===== src/rtl/xnor_parity_rx_if.sv =====
// Serial-in / parallel-out bundle for the XNOR parity receiver; master drives stimulus and ready.
interface xnor_parity_rx_if #(
  parameter int DATA_W = 8
);
  logic              sin_valid;
  logic              sin_bit;
  logic              sin_sof;
  logic [DATA_W-1:0] dout;
  logic              dout_valid;
  logic              dout_ready;
  logic              par_err;
  logic              abort;
  logic              ovf;

  modport master (
    output sin_valid, sin_bit, sin_sof, dout_ready,
    input  dout, dout_valid, par_err, abort, ovf
  );

  modport slave (
    input  sin_valid, sin_bit, sin_sof, dout_ready,
    output dout, dout_valid, par_err, abort, ovf
  );
endinterface


===== src/rtl/xnor_parity_rx.sv =====
// XNOR (odd) parity frame receiver: LSB-first deserialise, dout_valid 1 cycle after parity strobe, held until ready.
// A sof while the word is held is dropped (ovf); XNOR_PARITY_RX_DROP_ERR_EN discards failing frames.
module xnor_parity_rx #(
  parameter int DATA_W = 8
) (
  input  logic           clk,
  input  logic           rst_n,
  xnor_parity_rx_if.slave bus
);
  localparam int CW = $clog2(DATA_W + 1);

  typedef enum logic [1:0] {IDLE, DATA, PARITY, HOLD} state_t;

  localparam state_t FIRST_ST = (DATA_W == 1) ? PARITY : DATA;

  state_t            state, state_nxt;
  logic [CW-1:0]     cnt, cnt_nxt;
  logic [DATA_W-1:0] sreg, sreg_nxt;
  logic [DATA_W-1:0] dout_r, dout_nxt;
  logic              vld, vld_nxt;
  logic              perr, perr_nxt;
  logic              abort_r, abort_nxt;
  logic              ovf_r, ovf_nxt;
  logic              sof_stb, bit_stb, p_err;

  assign sof_stb = bus.sin_valid & bus.sin_sof;
  assign bit_stb = bus.sin_valid & ~bus.sin_sof;
  // Valid frame has odd ones across data plus parity.
  assign p_err   = ~(^sreg ^ bus.sin_bit);

  always_ff @(posedge clk or negedge rst_n) begin
    if (!rst_n) begin
      state   <= IDLE;
      cnt     <= '0;
      sreg    <= '0;
      dout_r  <= '0;
      vld     <= 1'b0;
      perr    <= 1'b0;
      abort_r <= 1'b0;
      ovf_r   <= 1'b0;
    end else begin
      state   <= state_nxt;
      cnt     <= cnt_nxt;
      sreg    <= sreg_nxt;
      dout_r  <= dout_nxt;
      vld     <= vld_nxt;
      perr    <= perr_nxt;
      abort_r <= abort_nxt;
      ovf_r   <= ovf_nxt;
    end
  end

  always_comb begin
    state_nxt = state;
    cnt_nxt   = cnt;
    sreg_nxt  = sreg;
    dout_nxt  = dout_r;
    vld_nxt   = vld;
    perr_nxt  = (state == HOLD) ? perr : 1'b0;
    abort_nxt = 1'b0;
    ovf_nxt   = 1'b0;

    unique case (state)
      IDLE: begin
        if (sof_stb) begin
          sreg_nxt  = DATA_W'(bus.sin_bit);
          cnt_nxt   = CW'(1);
          state_nxt = FIRST_ST;
        end
      end
      DATA: begin
        if (sof_stb) begin
          abort_nxt = 1'b1;
          sreg_nxt  = DATA_W'(bus.sin_bit);
          cnt_nxt   = CW'(1);
          state_nxt = FIRST_ST;
        end else if (bit_stb) begin
          sreg_nxt = sreg | (DATA_W'(bus.sin_bit) << cnt);
          cnt_nxt  = cnt + CW'(1);
          if (cnt == CW'(DATA_W - 1))
            state_nxt = PARITY;
        end
      end
      PARITY: begin
        if (sof_stb) begin
          abort_nxt = 1'b1;
          sreg_nxt  = DATA_W'(bus.sin_bit);
          cnt_nxt   = CW'(1);
          state_nxt = FIRST_ST;
        end else if (bit_stb) begin
          dout_nxt  = sreg;
          vld_nxt   = 1'b1;
          perr_nxt  = p_err;
          cnt_nxt   = '0;
          state_nxt = HOLD;
`ifdef XNOR_PARITY_RX_DROP_ERR_EN
          // Failing frame: report via one-cycle par_err, keep previous word.
          if (p_err) begin
            dout_nxt  = dout_r;
            vld_nxt   = 1'b0;
            state_nxt = IDLE;
          end
`endif
        end
      end
      HOLD: begin
        if (bus.dout_ready) begin
          vld_nxt  = 1'b0;
          perr_nxt = 1'b0;
          if (sof_stb) begin
            sreg_nxt  = DATA_W'(bus.sin_bit);
            cnt_nxt   = CW'(1);
            state_nxt = FIRST_ST;
          end else begin
            state_nxt = IDLE;
          end
        end else if (sof_stb) begin
          ovf_nxt = 1'b1;
        end
      end
      default: state_nxt = IDLE;
    endcase
  end

  assign bus.dout       = dout_r;
  assign bus.dout_valid = vld;
  assign bus.par_err    = perr;
  assign bus.abort      = abort_r;
  assign bus.ovf        = ovf_r;
endmodule


===== src/flat_wrapper.sv =====
// flat-port wrapper written by rule: the top's interface ports become plain ports
module xnor_parity_rx_flat 
#(
  parameter int DATA_W = 8
)
  (clk, rst_n, bus_sin_valid, bus_sin_bit, bus_sin_sof, bus_dout_ready, bus_dout, bus_dout_valid, bus_par_err, bus_abort, bus_ovf);
  xnor_parity_rx_if #(.DATA_W(DATA_W)) bus_i ();
  input  logic clk;
  input  logic rst_n;
  input wire logic [$bits(bus_i.sin_valid)-1:0] bus_sin_valid;
  input wire logic [$bits(bus_i.sin_bit)-1:0] bus_sin_bit;
  input wire logic [$bits(bus_i.sin_sof)-1:0] bus_sin_sof;
  input wire logic [$bits(bus_i.dout_ready)-1:0] bus_dout_ready;
  output wire logic [$bits(bus_i.dout)-1:0] bus_dout;
  output wire logic [$bits(bus_i.dout_valid)-1:0] bus_dout_valid;
  output wire logic [$bits(bus_i.par_err)-1:0] bus_par_err;
  output wire logic [$bits(bus_i.abort)-1:0] bus_abort;
  output wire logic [$bits(bus_i.ovf)-1:0] bus_ovf;
  assign bus_i.sin_valid = bus_sin_valid;
  assign bus_i.sin_bit = bus_sin_bit;
  assign bus_i.sin_sof = bus_sin_sof;
  assign bus_i.dout_ready = bus_dout_ready;
  assign bus_dout = bus_i.dout;
  assign bus_dout_valid = bus_i.dout_valid;
  assign bus_par_err = bus_i.par_err;
  assign bus_abort = bus_i.abort;
  assign bus_ovf = bus_i.ovf;
  xnor_parity_rx #(.DATA_W(DATA_W)) u_core (.clk(clk), .rst_n(rst_n), .bus(bus_i));
endmodule

===== config.mk =====
export PLATFORM = sky130hd
export DESIGN_NAME = xnor_parity_rx_flat
export DESIGN_NICKNAME = d
export VERILOG_FILES = /design/src/rtl/xnor_parity_rx_if.sv /design/src/rtl/xnor_parity_rx.sv /design/src/flat_wrapper.sv
export SDC_FILE = /design/constraint.sdc
export NUM_CORES = 1
export LEC_CHECK = 0
export CAP_MARGIN = 15
export CORE_MARGIN = 2
export CORE_UTILIZATION = 40
export CTS_CLUSTER_SIZE = 8
export DETAILED_ROUTE_END_ITERATION = 8
export PLACE_DENSITY = 0.62
export SYNTH_ARGS = -nofsm -noshare
export SYNTH_HDL_FRONTEND = slang
export SYNTH_SLANG_ARGS = --single-unit

===== constraint.sdc =====
create_clock -name clk -period 4.1 [get_ports clk]
set_clock_uncertainty 0.15 [all_clocks]
set_input_delay 1.23 -clock clk [delete_from_list [all_inputs] [get_ports clk]]
set_output_delay 1.23 -clock clk [all_outputs]
set_load 0.01 [all_outputs]

==> results of run 1 <==
## cell families (layout without fill, tap and decap cells)
group                    Yosys count  count (layout)  synth area share
XOR/XNOR                           7               7            0.0531
multiplexers                       8               8            0.0637
flip-flops                        26              26             0.460
AO/OA/AOI/OAI                     34              34             0.178
AND/OR/NAND/NOR                   39              39             0.143
buffers and inverters             12              29            0.0398
adder cells (fa/ha/maj)            7               7            0.0619
## layout make-up
class                           instances  area [µm²]
Clock inverter                          1        30.0
Sequential cell                        26         651
Tap cell                               46        57.6
Multi-Input combinational cell         95         707
Clock buffer                            3        22.5
Timing Repair Buffer                   18         178
Inverter                                7        26.3
Fill cell                             347        1690
## final timing paths
check,start,to,slack [ns],cells after the start
hold reg to reg,u_core.bus.dout[5]$_DFFE_PN0P_,u_core.bus.dout[5]$_DFFE_PN0P_,0.37,1
hold / removal,u_core.bus.dout[5]$_DFFE_PN0P_,u_core.bus.dout[5]$_DFFE_PN0P_,0.37,1
setup reg to reg,u_core.state[0]$_DFFE_PN0P_,u_core.state[0]$_DFFE_PN0P_,1.92,6
min in group asynchronous,rst_n,u_core.cnt[0]$_DFFE_PN0P_,1.10,2
setup / recovery,bus_sin_valid,u_core.state[0]$_DFFE_PN0P_,1.34,5
max in group asynchronous,rst_n,u_core.bus.dout[0]$_DFFE_PN0P_,2.46,2
## where the power goes
part	leakage [nW]	internal, mW	switching, mW
Sequential	0.349	0.309	0.0577
Clock	0.0279	0.0989	0.0756
Combinational	0.366	0.217	0.230
## cell usage after synthesis, types with 2 or more instances
library cell and count:
o221a_2 2, o22ai_1 3, buf_2 2, nand3b_1 2, inv_1 7, a31oi_1 8, and3_1 6, nand3_1 3
mux2_2 8, a21oi_1 5, nor2b_1 2, nand2_1 8, nor3_1 4, ha_1 7, dfrtp_1 26, o21ai_0 4
nand2b_1 2, xnor2_1 5, nor2_1 8
## critical path, stage by stage
cell and delay [ns]:
clkdlybuf4s50_1 0.66, o21ba_1 0.23, a2111oi_4 0.39, nor3_1 0.08
a311oi_1 0.25
## flip-flops by register name, indices dropped and copies added (netlist names)
signal and cells:
u_core.bus.dout 8, u_core.sreg 8, u_core.cnt 4, u_core.state 2
u_core.bus.abort 1, u_core.bus.dout_valid 1, u_core.bus.ovf 1, u_core.bus.par_err 1
## routing by layer
metal | routed length [µm] | up-vias | GRT usage | share of wire
li1 | - | 517 | - | -
met1 | 1270 | 515 | 0.195 | 0.45
met2 | 1390 | 24 | 0.267 | 0.50
met3 | 110 | 2 | 0.0357 | 0.039
met4 | 15 | 0 | 0.0462 | 0.0054
met5 | 0 | - | 0 | 0
==> results.md, run 1 <==
* P per Cell Area at 591 nW/µm²
* Yosys cell types at 40
* Syn Nets at 146
* Vias in the first global route at 1089
* Measured slew at the worst slew-check pin at 0.467 ns
* Ys async rst share at 1.00
* Num rows at 21
* Antenna diode count at 0
* VDD IR max at 444 µV
* Synth area leaders: dfrtp_1 (46%), mux2_2 (6.4%), ha_1 (6.2%), a31oi_1 (3.5%), xnor2_1 (3.1%)
* Status: finished clean
* Tot GR Track Use at 0.156
* Root Buffer: clkbuf_4
* CTS resizes at 0
* Final core utilization at 0.497
* Final cell count without fillers at 196
* CTS tree: built
* Commonest non-fill, non-tap cell in the layout: dfrtp_1
* Synthesized area at 1410 µm²
* DR WL/cell at 14.2 µm
* Most frequent cells in the layout: dfrtp_1 (26), clkdlybuf4s50_1 (17)
* CP Launch Type: input pin
* Share of layout cells above drive strength 1 at 0.113
* Total power draw at 0.988 mW
* Detailed Route WL at 2790 µm
* Final Slew Violations at 0
* CTS Hold Bufs at 0
* Initial DRC Count at 33
* Clock tree buffer depth at 2
* RSZ-0062 raised after global routing: no
* Vias at 1058
* Vias/cell at 5.40
* Final setup vio count at 0
* Pin count of the biggest net entering global routing at 27
* Slew headroom at 0.686
* Clock-pin slew on the worst setup and hold paths at 0.14 ns
* Maxcap violations at 0
* Final period util at 0.672
* P&R area growth vs syn at 18.2%
* Area leader, netlist: dfrtp_1
* Final hold violation count at 0
* Critical Path RT at 4.19 ns
* Final instance area at 1670 µm²
* Post-synth top area share at 0.460
* Setup WS pre-CTS at 1.01 ns
* Inst Count DP at 192
* DR DRC count at 0
* Synth warn at 0
* LEAKAGE at 0.743 nW
* CP Class: input pin to flop
* CTS Sinks at 26
* HP Class: flop to flop
* Cells after Synth at 133
* Core Area at 3360 µm²
* Register area share after synthesis at 0.460
* Nets@finish at 164
* # port buffers at 17
* Initial Util at 0.420
* First-pass GRT wire length at 4970 µm
* Total grt overflow at 0
* Synthesized area per cell at 10.6 µm²
* Element type at the critical path end: flop
* Die Area at 4030 µm²
* Placed cell area at 1620 µm²
* Fin Hold WS at 0.368 ns
* HPWL after DPL at 2080 µm
* #FFs+latches synth at 26
* Setup bufs post-CTS at 0
* DR pass1 iterations at 4
* Achievable Freq at 363 MHz
* RD Place Congestion at 0.797
* Post-route worst setup slack at 1.34 ns
* Chip Height at 63.5 µm
* Number of synthesized flops with an enable pin at 0
* Initial antenna violation count at 0
* Worst Path Arrival at 2.84 ns
* Fin Setup TNS at 0 ns
* IO Count at 18
* Top FF cell, synth: dfrtp_1
* Crit-path max FO at 11
* Tmin final at 2.76 ns
* Htree depth at 1
* Die Wd at 63.5 µm
* Post-route ant nets at 0
* TritonCTS Buffers at 3
* Clock Latency Late Sink at 0.32 ns
(Power assumes the default switching activity.)
==> run 2: changes to the inputs <==
--- a/config.mk
+++ b/config.mk
@@ -10,7 +10,7 @@
 export CORE_UTILIZATION = 40
 export CTS_CLUSTER_SIZE = 8
 export DETAILED_ROUTE_END_ITERATION = 8
-export PLACE_DENSITY = 0.62
+export PLACE_DENSITY = 0.64
 export SYNTH_ARGS = -nofsm -noshare
 export SYNTH_HDL_FRONTEND = slang
 export SYNTH_SLANG_ARGS = --single-unit
==> constraint.sdc (replaced) <==
create_clock -name clk -period 2.5 [get_ports clk]
set_clock_uncertainty 0.15 [all_clocks]
set_input_delay 0.75 -clock clk [delete_from_list [all_inputs] [get_ports clk]]
set_output_delay 0.75 -clock clk [all_outputs]
set_load 0.01 [all_outputs]
==> run 2 against run 1 <==
Die area did not move. Total power rose by 58%. Cell area rose by 1.3%. Worst setup slack got worse by 1.0 ns. Sequential power rose by 63%. Hold slack improved by 0.0023 ns. Core utilization rose by 0.63 points. Via count rose by 1.4%. Global-route usage rose by 0.38 points. Non-clock buffer count rose by 5. Combinational power rose by 66%. Clock-buffer cell count rose by 1. Critical endpoint unchanged. Largest power group unchanged.
==> results.md, run 2 (synthesized netlist as in run 1, its figures left out) <==
* Status: finished clean
* RD Place Congestion at 0.783
* RSZ-0062 raised after global routing: no
* CTS resizes at 0
* Most frequent cells in the layout: dfrtp_1 (26), clkdlybuf4s50_1 (17)
* Post-route ant nets at 0
* Root Buffer: clkbuf_4
* # port buffers at 17
* First-pass GRT wire length at 5000 µm
* Vias at 1073
* CP Launch Type: flop
* Commonest non-fill, non-tap cell in the layout: dfrtp_1
* Detailed Route WL at 2810 µm
* LEAKAGE at 0.760 nW
* Tmin final at 2.18 ns
* Metal2 WL at 1410 µm
* Slew headroom at 0.707
* Final setup vio count at 0
* P per Cell Area at 922 nW/µm²
* Final Slew Violations at 0
* Setup bufs post-CTS at 0
* Tot GR Track Use at 0.159
* Achievable Freq at 458 MHz
* Critical Path RT at 2.60 ns
* Placed cell area at 1660 µm²
* Core Area at 3360 µm²
* Total power draw at 1.56 mW
* Routed length on met3 at 75 µm
* Antenna diode count at 0
* CTS Sinks at 26
* Nets@finish at 169
* Maxcap violations at 0
* Initial DRC Count at 17
* Num rows at 21
* Fin Setup TNS at 0 ns
* Measured slew at the worst slew-check pin at 0.437 ns
* IO Count at 18
* DR pass1 iterations at 4
* Post-route worst setup slack at 0.319 ns
* Total grt overflow at 0
* Share of layout cells above drive strength 1 at 0.142
* HPWL after DPL at 2140 µm
* HP Class: flop to flop
* Clock-pin slew on the worst setup and hold paths at 0.14 ns
* CP delay by family, top: compound AO/OA/AOI/OAI gates
* VDD IR max at 424 µV
* Vias/cell at 5.34
* Die Wd at 63.5 µm
* Vias in the first global route at 1081
* Die Area at 4030 µm²
* Pin count of the biggest net entering global routing at 27
* DR DRC count at 0
* TritonCTS Buffers at 3
* P&R area growth vs syn at 19.7%
* Cell Chain, Critical Path: inv_1 > ha_1 > a21o_1 > a2111oi_4 > nor3_1 > a311oi_1
* Initial Util at 0.420
* CP max stage cell: dfrtp_1
* Met1 WL at 1270 µm
* DR WL/cell at 14.0 µm
* CTS tree: built
* Fillers at 342
* Htree depth at 1
* Final instance area at 1690 µm²
* Worst Path Arrival at 2.28 ns
* DR top layer: met4
* CP Class: flop to flop
* Initial antenna violation count at 0
* Crit-path max FO at 8
* Setup WS pre-CTS at -0.0197 ns
* Final core utilization at 0.503
* Final period util at 0.873
* FF+latch area at 651 µm²
* CP bufs+invs at 1
* Clock Latency Late Sink at 0.33 ns
* Multi-input gate area in the final layout at 707 µm²
* Final hold violation count at 0
* Clock tree buffer depth at 2
* Chip Height at 63.5 µm
* Slowest cell delay on critical path at 0.49 ns
* Element type at the critical path end: flop
* CTS Hold Bufs at 0
## run 2: per-layer routing
| layer | global-route usage | vias to the layer above |
|---|---|---|
| li1 | - | 525 |
| met4 | 0.0652 | 0 |
| met5 | 0 | - |
| met1 | 0.205 | 524 |
| met3 | 0.0214 | 4 |
| met2 | 0.270 | 20 |
## run 2: cell type report
type,instances,share of cell area
Sequential cell,26,0.384
Tap cell,46,0.0340
Multi-Input combinational cell,95,0.418
Clock buffer,4,0.0214
Inverter,7,0.0155
Timing Repair Buffer,23,0.127
## run 2: path summary, 6_finish.rpt
kind,startpoint,endpoint,slack (ns),cells past startpoint
max in group asynchronous,rst_n,u_core.sreg[0]$_DFFE_PN0P_,1.33,2
worst min-delay path,u_core.bus.dout[0]$_DFFE_PN0P_,u_core.bus.dout[0]$_DFFE_PN0P_,0.37,1
worst max-delay path,u_core.state[0]$_DFFE_PN0P_,u_core.state[0]$_DFFE_PN0P_,0.32,6
worst min register to register,u_core.bus.dout[0]$_DFFE_PN0P_,u_core.bus.dout[0]$_DFFE_PN0P_,0.37,1
min in group asynchronous,rst_n,u_core.sreg[3]$_DFFE_PN0P_,0.62,2
worst max register to register,u_core.state[0]$_DFFE_PN0P_,u_core.state[0]$_DFFE_PN0P_,0.32,6
## run 2: power by group
part	internal [mW]	total, mW	switching, mW	leakage (nW)
clock network	0.0893	0.219	0.130	0.0210
logic	0.362	0.743	0.381	0.390
registers	0.507	0.600	0.0931	0.349
total	0.958	1.56	0.604	0.760
## run 2: per-stage QoR
stage | std cells | hold WS [ns]
after floorplan | 133 | 0.304
after global placement | 197 | 0.338
after detailed placement | 197 | 0.343
after CTS | 201 | 0.374
after global routing | 201 | 0.399
final | 201 | 0.371
==> run 3: changes to the inputs <==
--- a/config.mk
+++ b/config.mk
@@ -10,7 +10,6 @@
 export CORE_UTILIZATION = 40
 export CTS_CLUSTER_SIZE = 8
 export DETAILED_ROUTE_END_ITERATION = 8
-export PLACE_DENSITY = 0.64
 export SYNTH_ARGS = -nofsm -noshare
 export SYNTH_HDL_FRONTEND = slang
 export SYNTH_SLANG_ARGS = --single-unit
==> run 3 against run 2 <==
Core utilization up 0.71 points. Sequential power about the same. First-iteration DRC count rose by 120%. Combinational power hardly changed.
==> results.md, run 3 (synthesized netlist as in run 1, its figures left out) <==
* Status: finished clean
* CP bufs+invs at 1
* Core Area at 3360 µm²
* Clock tree buffer depth at 2
* Initial Util at 0.420
* Reg power frac at 0.368
* Vias/cell at 5.43
* TritonCTS Buffers at 3
* Slew headroom at 0.692
* Crit-path max FO at 3
* # port buffers at 17
* NetSw at 0.600 mW
* Achievable Freq at 458 MHz
* Fillers at 339
* Initial antenna violation count at 0
* Element type at the critical path end: output pin
* Initial DRC Count at 38
* IO Count at 18
* Clock power share at 0.177
* CP Class: flop to output pin
* Tot GR Track Use at 0.156
* Vias in the first global route at 1105
* Post-route worst setup slack at 0.315 ns
* RSZ-0062 raised after global routing: no
* Clock Latency Late Sink at 0.33 ns
* HP Class: flop to flop
* CTS tree: built
* P&R area growth vs syn at 21.4%
* Num rows at 21
* Fin Setup TNS at 0 ns
* DR DRC count at 0
* First-pass GRT wire length at 5020 µm
* CTS Hold Bufs at 0
* CP Launch Type: flop
* Critical Path RT at 1.60 ns
* Commonest non-fill, non-tap cell in the layout: dfrtp_1
* Clock-pin slew on the worst setup and hold paths at 0.15 ns
* Antenna diode count at 0
* Die Wd at 63.5 µm
* CP max stage cell: clkdlybuf4s50_1
* CTS resizes at 0
* Slowest cell delay on critical path at 0.55 ns
* Root Buffer: clkbuf_4
* Vias at 1096
* Gate power share at 0.455
* DR WL/cell at 14.1 µm
* Post-route ant nets at 0
* Most frequent cells in the layout: dfrtp_1 (26), clkdlybuf4s50_1 (17)
* P per Cell Area at 951 nW/µm²
* Final cell count without fillers at 202
* Worst Path Arrival at 1.28 ns
* Total grt overflow at 0
* Tmin final at 2.18 ns
* CP delay by family, top: buffers and inverters
* Internal cell power at 1.03 mW
* RD Place Congestion at 0.761
* Nets@finish at 170
* VDD IR max at 476 µV
* CTS Sinks at 26
* Detailed Route WL at 2850 µm
* Sw Share at 0.368
* Pin count of the biggest net entering global routing at 27
* Maxcap violations at 0
* LEAKAGE at 0.772 nW
* Final period util at 0.874
* Cell Chain, Critical Path: clkdlybuf4s50_1
* Htree depth at 1
* Chip Height at 63.5 µm
* Share of layout cells above drive strength 1 at 0.147
* Final Slew Violations at 0
* Setup WS pre-CTS at 0.0637 ns
* Setup bufs post-CTS at 0
* Measured slew at the worst slew-check pin at 0.459 ns
* Final setup vio count at 0
* DR pass1 iterations at 4
* Final hold violation count at 0
* Inst Count DP at 198
* Die Area at 4030 µm²
* HPWL after DPL at 2140 µm
run 3: cell types whose count changed in the layout (fill, tap and decap cells not counted):
cell,delta
buf_4,+1
bufinv_16,+1
clkbuf_8,-1
run 3: final timing paths:
| check | depth (start not counted) | slack, ns | from | to |
|---|---|---|---|---|
| setup / recovery | 1 | 0.32 | u_core.bus.dout_valid$_DFFE_PN0P_ | bus_dout_valid |
| hold / removal | 1 | 0.37 | u_core.bus.dout[2]$_DFFE_PN0P_ | u_core.bus.dout[2]$_DFFE_PN0P_ |
| setup reg to reg | 6 | 0.33 | u_core.state[0]$_DFFE_PN0P_ | u_core.state[0]$_DFFE_PN0P_ |
| hold reg to reg | 1 | 0.37 | u_core.bus.dout[2]$_DFFE_PN0P_ | u_core.bus.dout[2]$_DFFE_PN0P_ |
| max in group asynchronous | 2 | 1.33 | rst_n | u_core.bus.dout[6]$_DFFE_PN0P_ |
| min in group asynchronous | 2 | 0.62 | rst_n | u_core.cnt[1]$_DFFE_PN0P_ |
run 3: power groups by stage:
stage	Clock [mW]	Combinational, mW	Sequential, mW
6_report	0.289	0.742	0.601
5_1_grt	0.321	0.824	0.618
4_1_cts	0.299	0.743	0.601
3_5_place_dp	0	0.740	0.610
3_3_place_gp	0	0.718	0.604
2_1_floorplan	0	0.536	0.604
run 3: cell type report:
class                           count  area (µm²)  area share
Clock buffer                        3        22.5      0.0131
Tap cell                           46        57.6      0.0335
Multi-Input combinational cell     95         707       0.412
Sequential cell                    26         651       0.379
Timing Repair Buffer               24         223       0.130
Inverter                            7        26.3      0.0153
Clock inverter                      1        30.0      0.0175
run 3: stage by stage:
| stage | hold WS [ns] | util | cell area (µm²) | power, mW |
|---|---|---|---|---|
| global route | 0.393 | 0.510 | 1720 | 1.76 |
| global placement | 0.340 | 0.495 | 1660 | 1.32 |
| finish | 0.369 | 0.510 | 1720 | 1.63 |
| detailed placement | 0.343 | 0.495 | 1660 | 1.35 |
| floorplan | 0.304 | - | 1410 | 1.14 |
| CTS | 0.375 | 0.510 | 1720 | 1.64 |
run 3: worst reg2reg max path, delay by kind of cell (launching register included):
kind / cells / cell delay (ns)
compound gates: 3 / 0.91
flops: 1 / 0.49
fa+ha+maj: 1 / 0.32
buf+inv: 1 / 0.12
simple gates: 1 / 0.08
run 3: per-layer routing:
metal	wire, µm	part of all wire	vias up	track usage
met2	1400	0.49	24	0.274
met3	98	0.034	2	0.0339
li1	-	-	531	-
met5	0	0	-	0
met4	13	0.0046	0	0.0462
met1	1340	0.47	539	0.192
